<file path="src/rtl/avalon_hex_display.sv">
`timescale 1ns/1ps
// Avalon-MM seven-segment display controller: 1..8 active-low digits driven from one
// value register, shown as hex or as decimal through a multi-cycle double-dabble converter.
module avalon_hex_display #(
  parameter int unsigned DIGITS        = 4,
  parameter logic [31:0] BLINK_DIV_RST = 32'd25_000_000
) (
  input  logic                  clk,
  input  logic                  reset,
  input  logic [2:0]            avs_address,
  input  logic                  avs_read,
  input  logic                  avs_write,
  input  logic [31:0]           avs_writedata,
  output logic [31:0]           avs_readdata,
  output logic [7*DIGITS-1:0]   hex_out
);

  localparam int unsigned ValW      = 4 * DIGITS;
  // Two spare nibbles catch decimal results wider than the display.
  localparam int unsigned AccW      = 4 * (DIGITS + 2);
  localparam int unsigned CntW      = $clog2(ValW);
  localparam logic [CntW-1:0] ShiftLast = CntW'(ValW - 1);

  typedef enum logic [1:0] {StIdle, StShift, StCommit} conv_state_e;

  // Register file
  logic [ValW-1:0]   value_q;
  logic [2:0]        ctrl_q;
  logic [DIGITS-1:0] blank_q;
  logic [DIGITS-1:0] blink_q;
  logic [31:0]       blink_div_q;

  // Conversion datapath and displayed digits
  conv_state_e       state_q, state_d;
  logic [ValW-1:0]   shift_q, shift_d;
  logic [AccW-1:0]   bcd_q, bcd_d, bcd_adj;
  logic [CntW-1:0]   cnt_q, cnt_d;
  logic [ValW-1:0]   digit_q, digit_d;
  logic              overflow_q, overflow_d;
  logic [AccW+ValW-1:0] dd_next;

  // Blink timebase
  logic [31:0]       blink_cnt_q;
  logic              phase_q;

  logic [7*DIGITS-1:0] seg_d;
  logic [31:0]         rdata;
  logic                busy;
  logic [3:0]          nib;
  logic                zero_run;

  logic wr_value, wr_ctrl, wr_blank, wr_blink, wr_div;
  logic to_dec, to_hex;
  logic unused_wdata;

  assign wr_value = avs_write && (avs_address == 3'd0);
  assign wr_ctrl  = avs_write && (avs_address == 3'd1);
  assign wr_blank = avs_write && (avs_address == 3'd2);
  assign wr_blink = avs_write && (avs_address == 3'd3);
  assign wr_div   = avs_write && (avs_address == 3'd4);

  // Mode transitions only act on an actual change of the mode bit.
  assign to_dec = wr_ctrl && avs_writedata[0] && !ctrl_q[0];
  assign to_hex = wr_ctrl && !avs_writedata[0] && ctrl_q[0];

  assign busy         = (state_q != StIdle);
  assign unused_wdata = ^avs_writedata;

  // Software-visible registers
  always_ff @(posedge clk or posedge reset) begin
    if (reset) begin
      value_q     <= '0;
      ctrl_q      <= 3'b100;
      blank_q     <= '0;
      blink_q     <= '0;
      blink_div_q <= BLINK_DIV_RST;
    end else begin
      if (wr_value) value_q     <= avs_writedata[ValW-1:0];
      if (wr_ctrl)  ctrl_q      <= avs_writedata[2:0];
      if (wr_blank) blank_q     <= avs_writedata[DIGITS-1:0];
      if (wr_blink) blink_q     <= avs_writedata[DIGITS-1:0];
      if (wr_div)   blink_div_q <= avs_writedata;
    end
  end

  // Read mux from pre-write state so a same-cycle write is not visible yet
  always_comb begin
    rdata = '0;
    case (avs_address)
      3'd0:    rdata[ValW-1:0]   = value_q;
      3'd1:    rdata[2:0]        = ctrl_q;
      3'd2:    rdata[DIGITS-1:0] = blank_q;
      3'd3:    rdata[DIGITS-1:0] = blink_q;
      3'd4:    rdata             = blink_div_q;
      3'd5:    rdata[1:0]        = {overflow_q, busy};
      default: rdata             = '0;
    endcase
  end

  // Registered read data, latency 1
  always_ff @(posedge clk or posedge reset) begin
    if (reset) begin
      avs_readdata <= '0;
    end else if (avs_read) begin
      avs_readdata <= rdata;
    end
  end

  // Double-dabble correction: add 3 to every BCD nibble that is 5 or more
  always_comb begin
    bcd_adj = bcd_q;
    for (int i = 0; i < int'(DIGITS) + 2; i++) begin
      if (bcd_q[4*i +: 4] >= 4'd5) bcd_adj[4*i +: 4] = bcd_q[4*i +: 4] + 4'd3;
    end
  end

  assign dd_next = {bcd_adj, shift_q} << 1;

  // Conversion FSM next state, plus hex loads and aborts that override it
  always_comb begin
    state_d    = state_q;
    shift_d    = shift_q;
    bcd_d      = bcd_q;
    cnt_d      = cnt_q;
    digit_d    = digit_q;
    overflow_d = overflow_q;

    unique case (state_q)
      StIdle: ;
      StShift: begin
        bcd_d   = dd_next[AccW+ValW-1:ValW];
        shift_d = dd_next[ValW-1:0];
        cnt_d   = cnt_q + CntW'(1);
        if (cnt_q == ShiftLast) state_d = StCommit;
      end
      StCommit: begin
        digit_d    = bcd_q[ValW-1:0];
        overflow_d = |bcd_q[AccW-1:ValW];
        state_d    = StIdle;
      end
      default: state_d = StIdle;
    endcase

    if (to_hex) begin
      state_d    = StIdle;
      digit_d    = value_q;
      overflow_d = 1'b0;
    end else if (wr_value) begin
      if (ctrl_q[0]) begin
        // Restart from the new value; the displayed digits wait for COMMIT.
        state_d = StShift;
        shift_d = avs_writedata[ValW-1:0];
        bcd_d   = '0;
        cnt_d   = '0;
      end else begin
        digit_d    = avs_writedata[ValW-1:0];
        overflow_d = 1'b0;
      end
    end else if (to_dec) begin
      state_d = StShift;
      shift_d = value_q;
      bcd_d   = '0;
      cnt_d   = '0;
    end
  end

  // Conversion FSM and digit registers
  always_ff @(posedge clk or posedge reset) begin
    if (reset) begin
      state_q    <= StIdle;
      shift_q    <= '0;
      bcd_q      <= '0;
      cnt_q      <= '0;
      digit_q    <= '0;
      overflow_q <= 1'b0;
    end else begin
      state_q    <= state_d;
      shift_q    <= shift_d;
      bcd_q      <= bcd_d;
      cnt_q      <= cnt_d;
      digit_q    <= digit_d;
      overflow_q <= overflow_d;
    end
  end

  // Blink timebase: phase flips each time the counter wraps; divider 0 freezes it
  always_ff @(posedge clk or posedge reset) begin
    if (reset) begin
      blink_cnt_q <= '0;
      phase_q     <= 1'b0;
    end else if (wr_div || (blink_div_q == 32'd0)) begin
      blink_cnt_q <= '0;
      phase_q     <= 1'b0;
    end else if (blink_cnt_q >= blink_div_q - 32'd1) begin
      blink_cnt_q <= '0;
      phase_q     <= ~phase_q;
    end else begin
      blink_cnt_q <= blink_cnt_q + 32'd1;
    end
  end

  function automatic logic [6:0] seg_decode(input logic [3:0] n);
    logic [6:0] s;
    unique case (n)
      4'h0: s = 7'h40;
      4'h1: s = 7'h79;
      4'h2: s = 7'h24;
      4'h3: s = 7'h30;
      4'h4: s = 7'h19;
      4'h5: s = 7'h12;
      4'h6: s = 7'h02;
      4'h7: s = 7'h78;
      4'h8: s = 7'h00;
      4'h9: s = 7'h10;
      4'hA: s = 7'h08;
      4'hB: s = 7'h03;
      4'hC: s = 7'h46;
      4'hD: s = 7'h21;
      4'hE: s = 7'h06;
      4'hF: s = 7'h0E;
      default: s = 7'h7F;
    endcase
    return s;
  endfunction

  // Per-digit segment selection; scan from the top so zero_run marks leading zeros
  always_comb begin
    seg_d    = '1;
    nib      = '0;
    zero_run = 1'b1;
    for (int i = int'(DIGITS) - 1; i >= 0; i--) begin
      nib      = digit_q[4*i +: 4];
      zero_run = zero_run && (nib == 4'd0);
      if (!ctrl_q[2] || blank_q[i]) begin
        seg_d[7*i +: 7] = 7'h7F;
      end else if (blink_q[i] && phase_q) begin
        seg_d[7*i +: 7] = 7'h7F;
      end else if (overflow_q && ctrl_q[0]) begin
        seg_d[7*i +: 7] = 7'h3F;
      end else if (ctrl_q[1] && (i != 0) && zero_run) begin
        seg_d[7*i +: 7] = 7'h7F;
      end else begin
        seg_d[7*i +: 7] = seg_decode(nib);
      end
    end
  end

  // Registered segment outputs, blank during reset
  always_ff @(posedge clk or posedge reset) begin
    if (reset) begin
      hex_out <= '1;
    end else begin
      hex_out <= seg_d;
    end
  end

endmodule

</file>
<file path="config.mk">
export PLATFORM = sky130hd
export DESIGN_NAME = avalon_hex_display
export DESIGN_NICKNAME = d
export VERILOG_FILES = /design/src/rtl/avalon_hex_display.sv
export SDC_FILE = /design/constraint.sdc
export NUM_CORES = 1
export LEC_CHECK = 0
export ABC_AREA = 1
export BUFFER_PORTS_ARGS = -buffer_cell sky130_fd_sc_hd__buf_2
export CORE_ASPECT_RATIO = 1.1
export CORE_MARGIN = 2
export CORE_UTILIZATION = 45
export CTS_CLUSTER_SIZE = 30
export DETAILED_ROUTE_END_ITERATION = 8
export PLACE_DENSITY_LB_ADDON = 0.3
export SLEW_MARGIN = 10
export SYNTH_ARGS = -nofsm -noshare
export SYNTH_HDL_FRONTEND = slang
export SYNTH_SLANG_ARGS = --single-unit
</file>
<file path="constraint.sdc">
create_clock -name clk -period 7.5 [get_ports clk]
set_clock_uncertainty 0.2 [all_clocks]
set_input_delay 0 -clock clk [delete_from_list [all_inputs] [get_ports clk]]
set_output_delay 0 -clock clk [all_outputs]
set_load 0.01 [all_outputs]
</file>
==> metrics.yaml <==
status: "completed"
grtUsageTotal: 0.230
antenna_found_initial: 0
rsz0062_at_grt: "no"
dr.pass1.iters: 7
grt.met1_usage: 0.324
period_minus_slack_ns: 3.78
vias_per_cell: 5.26
async_flop_share: 1.00
mostFrequentLayoutCell: "nand2_1"
cts_buffer_depth: 3
die_y_um: 178
clkSinkCount: 215
design_area_um2: 14700
grt_max_degree: 109
p_total_mw: 4.75
drtIter0Drc: 714
p_per_area_nw_per_um2: 323
path_cells: "dlygate4sd3_1, buf_2, nor2_2, dlygate4sd3_1, nand2_2, dlygate4sd3_1, nor2_4, dlygate4sd3_1, nand2_1, o221ai_1"
slew_headroom: 0.274
cp.required_ns: 7.75
tightest_slew_ns: 1.09
grt_use_met3: 0.0356
layout.nets: 1789
placedCellCount: 1941
ys.flop_type: "dfrtp_1"
finalSetupTns_ns: 0
yosysWarnings: 0
fin_cells: 2054
startpoint_type: "input port"
ant_nets: 0
routedWlPerCell_um: 16.0
avgSynthCellArea_um2: 8.10
dieWidth_um: 162
finalHoldViolCount: 0
placed_area_um2: 13100
peakVddDrop_v: 0.000321
slowest_stage: "dlygate4sd3_1"
numCtsBuffers: 26
synth_cell_types: 48
drive_above_1_share: 0.135
cpMostUsedCell: "dlygate4sd3_1"
syn-cell-area_um2: 12400
first_global_vias: 10448
cts.clk_slew.worst_paths_ns: 0.06
area_delta_synth_final_pct: 18.7
syn_inst: 1532
portBuffers: 98
fin_crit_sh: 0.505
rows: 63
critPathKind: "in -> reg"
layout_common_cells: "293 x nand2_1, 201 x nor2_1, 185 x inv_1, 174 x dfrtp_1, 124 x o21ai_0"
timing.fmax_mhz: 264
finalSetupViolCount: 0
coreArea_um2: 27000
grt_first_pass_wirelength_um: 53400
holdWs_ns: 0.0334
cts_max_level: 1
worstSkewPairLatency_ns: 0.54
cp_num_buf_inv: 5
gr-total-overflow: 0
top_level_ports: 99
use_met2: 0.364
initial_core_util: 0.459
synth_edf_count: 0
vias: 10805
remaining_drc_errors: 0
path_delay_family: "buffers and inverters"
drv_cap: 0
hold_path_class: "in -> reg"
gp_congestion: 0.949
synth_nets: 1644
post_cts_buffers: 0
hpwl_um: 23600
antennaDiodeCount: 0
cpPeakStageDelay_ns: 1.22
slew_viol_final: 0
dieArea_um2: 28900
cts_tree: "done"
top_usage_layer: "met2"
cp-end-kind: "register"
cts-root-buf: "clkbuf_16"
crit_fanout: 27
ys_seq_elements: 215
wirelength_um: 32900
p_leak_nw: 6.98
worstPathArrival_ns: 4.03
ys_seq_area_frac: 0.438
==> per-stage QoR <==
stage / setup WS, ns / util
6_report: 3.72 / 0.544
4_1_cts: 3.82 / 0.544
2_1_floorplan: 1.49 / -
3_3_place_gp: 4.21 / 0.486
3_5_place_dp: 4.11 / 0.486
5_1_grt: 3.49 / 0.544
==> power by group <==
part | switching (mW) | internal [mW]
registers | 0.322 | 1.51
logic | 0.942 | 0.613
clock network | 0.516 | 0.849
total | 1.78 | 2.97
==> logic make-up after synthesis <==
group	synth area share
adders and majority gates	0.0736
buffers and inverters	0.0793
xor gates and xnor gates	0.0395
and+or+nand+nor	0.214
DFF	0.438
muxes	0.0203
AOI/OAI and AO/OA	0.135
==> cell type report <==
class,instances,area (µm²)
inverter,193,732
clock buffer,31,709
multi-input combinational,1073,5990
timing repair buffer,168,1180
clock inverter,17,230
tap,357,447
fill,2542,12300
sequential,215,5430
==> what timing repair did <==
item / in CTS / in global routing
endpoints found under the hold margin: 201 / 0
gates resized for setup: 0 / 0
hold buffers: 65 / 0
==> registers in the layout, indices dropped and copies added, names as in the netlist <==
register      count
shift_q          16
avs_readdata     32
cnt_q             4
ctrl_q            3
value_q          16
digit_q          16
blink_div_q      32
state_q           2
bcd_q            24
blink_q           4
blank_q           4
overflow_q        1
blink_cnt_q      32
phase_q           1
hex_out          28
==> Yosys cell counts (12+ instances only) <==
cell type,instances,area share
a21oi_1,58,0.023
a31oi_1,16,0.0081
buf_2,17,0.0069
clkbuf_1,23,0.0070
dfrtp_1,174,0.35
dfstp_2,41,0.087
ha_1,73,0.074
inv_1,186,0.056
mux2i_1,15,0.012
nand2_1,294,0.089
nand3_1,68,0.027
nand4_1,16,0.0081
nor2_1,201,0.061
nor3_1,28,0.011
o211ai_1,37,0.022
o21ai_0,124,0.050
o221ai_1,19,0.013
xnor2_1,12,0.0085
xor2_1,44,0.031
==> metal layers <==
metal	part of all wire	vias up
met5	0	-
met2	0.46	317
li1	-	5329
met1	0.45	5092
met4	0.031	0
met3	0.058	67
==> tightest hold or removal path: stages <==
cell and delay [ns]:
buf_2 0.45, nor2_1 0.22, a31oi_1 0.04
==> path summary, 6_finish.rpt <==
path                                            startpoint                      endpoint  cells past startpoint  slack (ns)
worst max-delay path                        avs_address[1]          shift_q[4]$_DFF_PP0_                     10        3.72
worst min-delay path                              avs_read  avs_readdata[13]$_DFFE_PP0P_                      3        0.03
worst min register to register      blank_q[2]$_DFFE_PP0P_        blank_q[2]$_DFFE_PP0P_                      2        0.29
max in group asynchronous                            reset   blink_div_q[26]$_DFFE_PP0P_                      5        5.28
min in group asynchronous                            reset           bcd_q[22]$_DFF_PP0_                      4        0.57
worst max register to register  blink_div_q[0]$_DFFE_PP0P_           phase_q$_DFFE_PP0P_                     20        4.09
(Power assumes the default switching activity.)
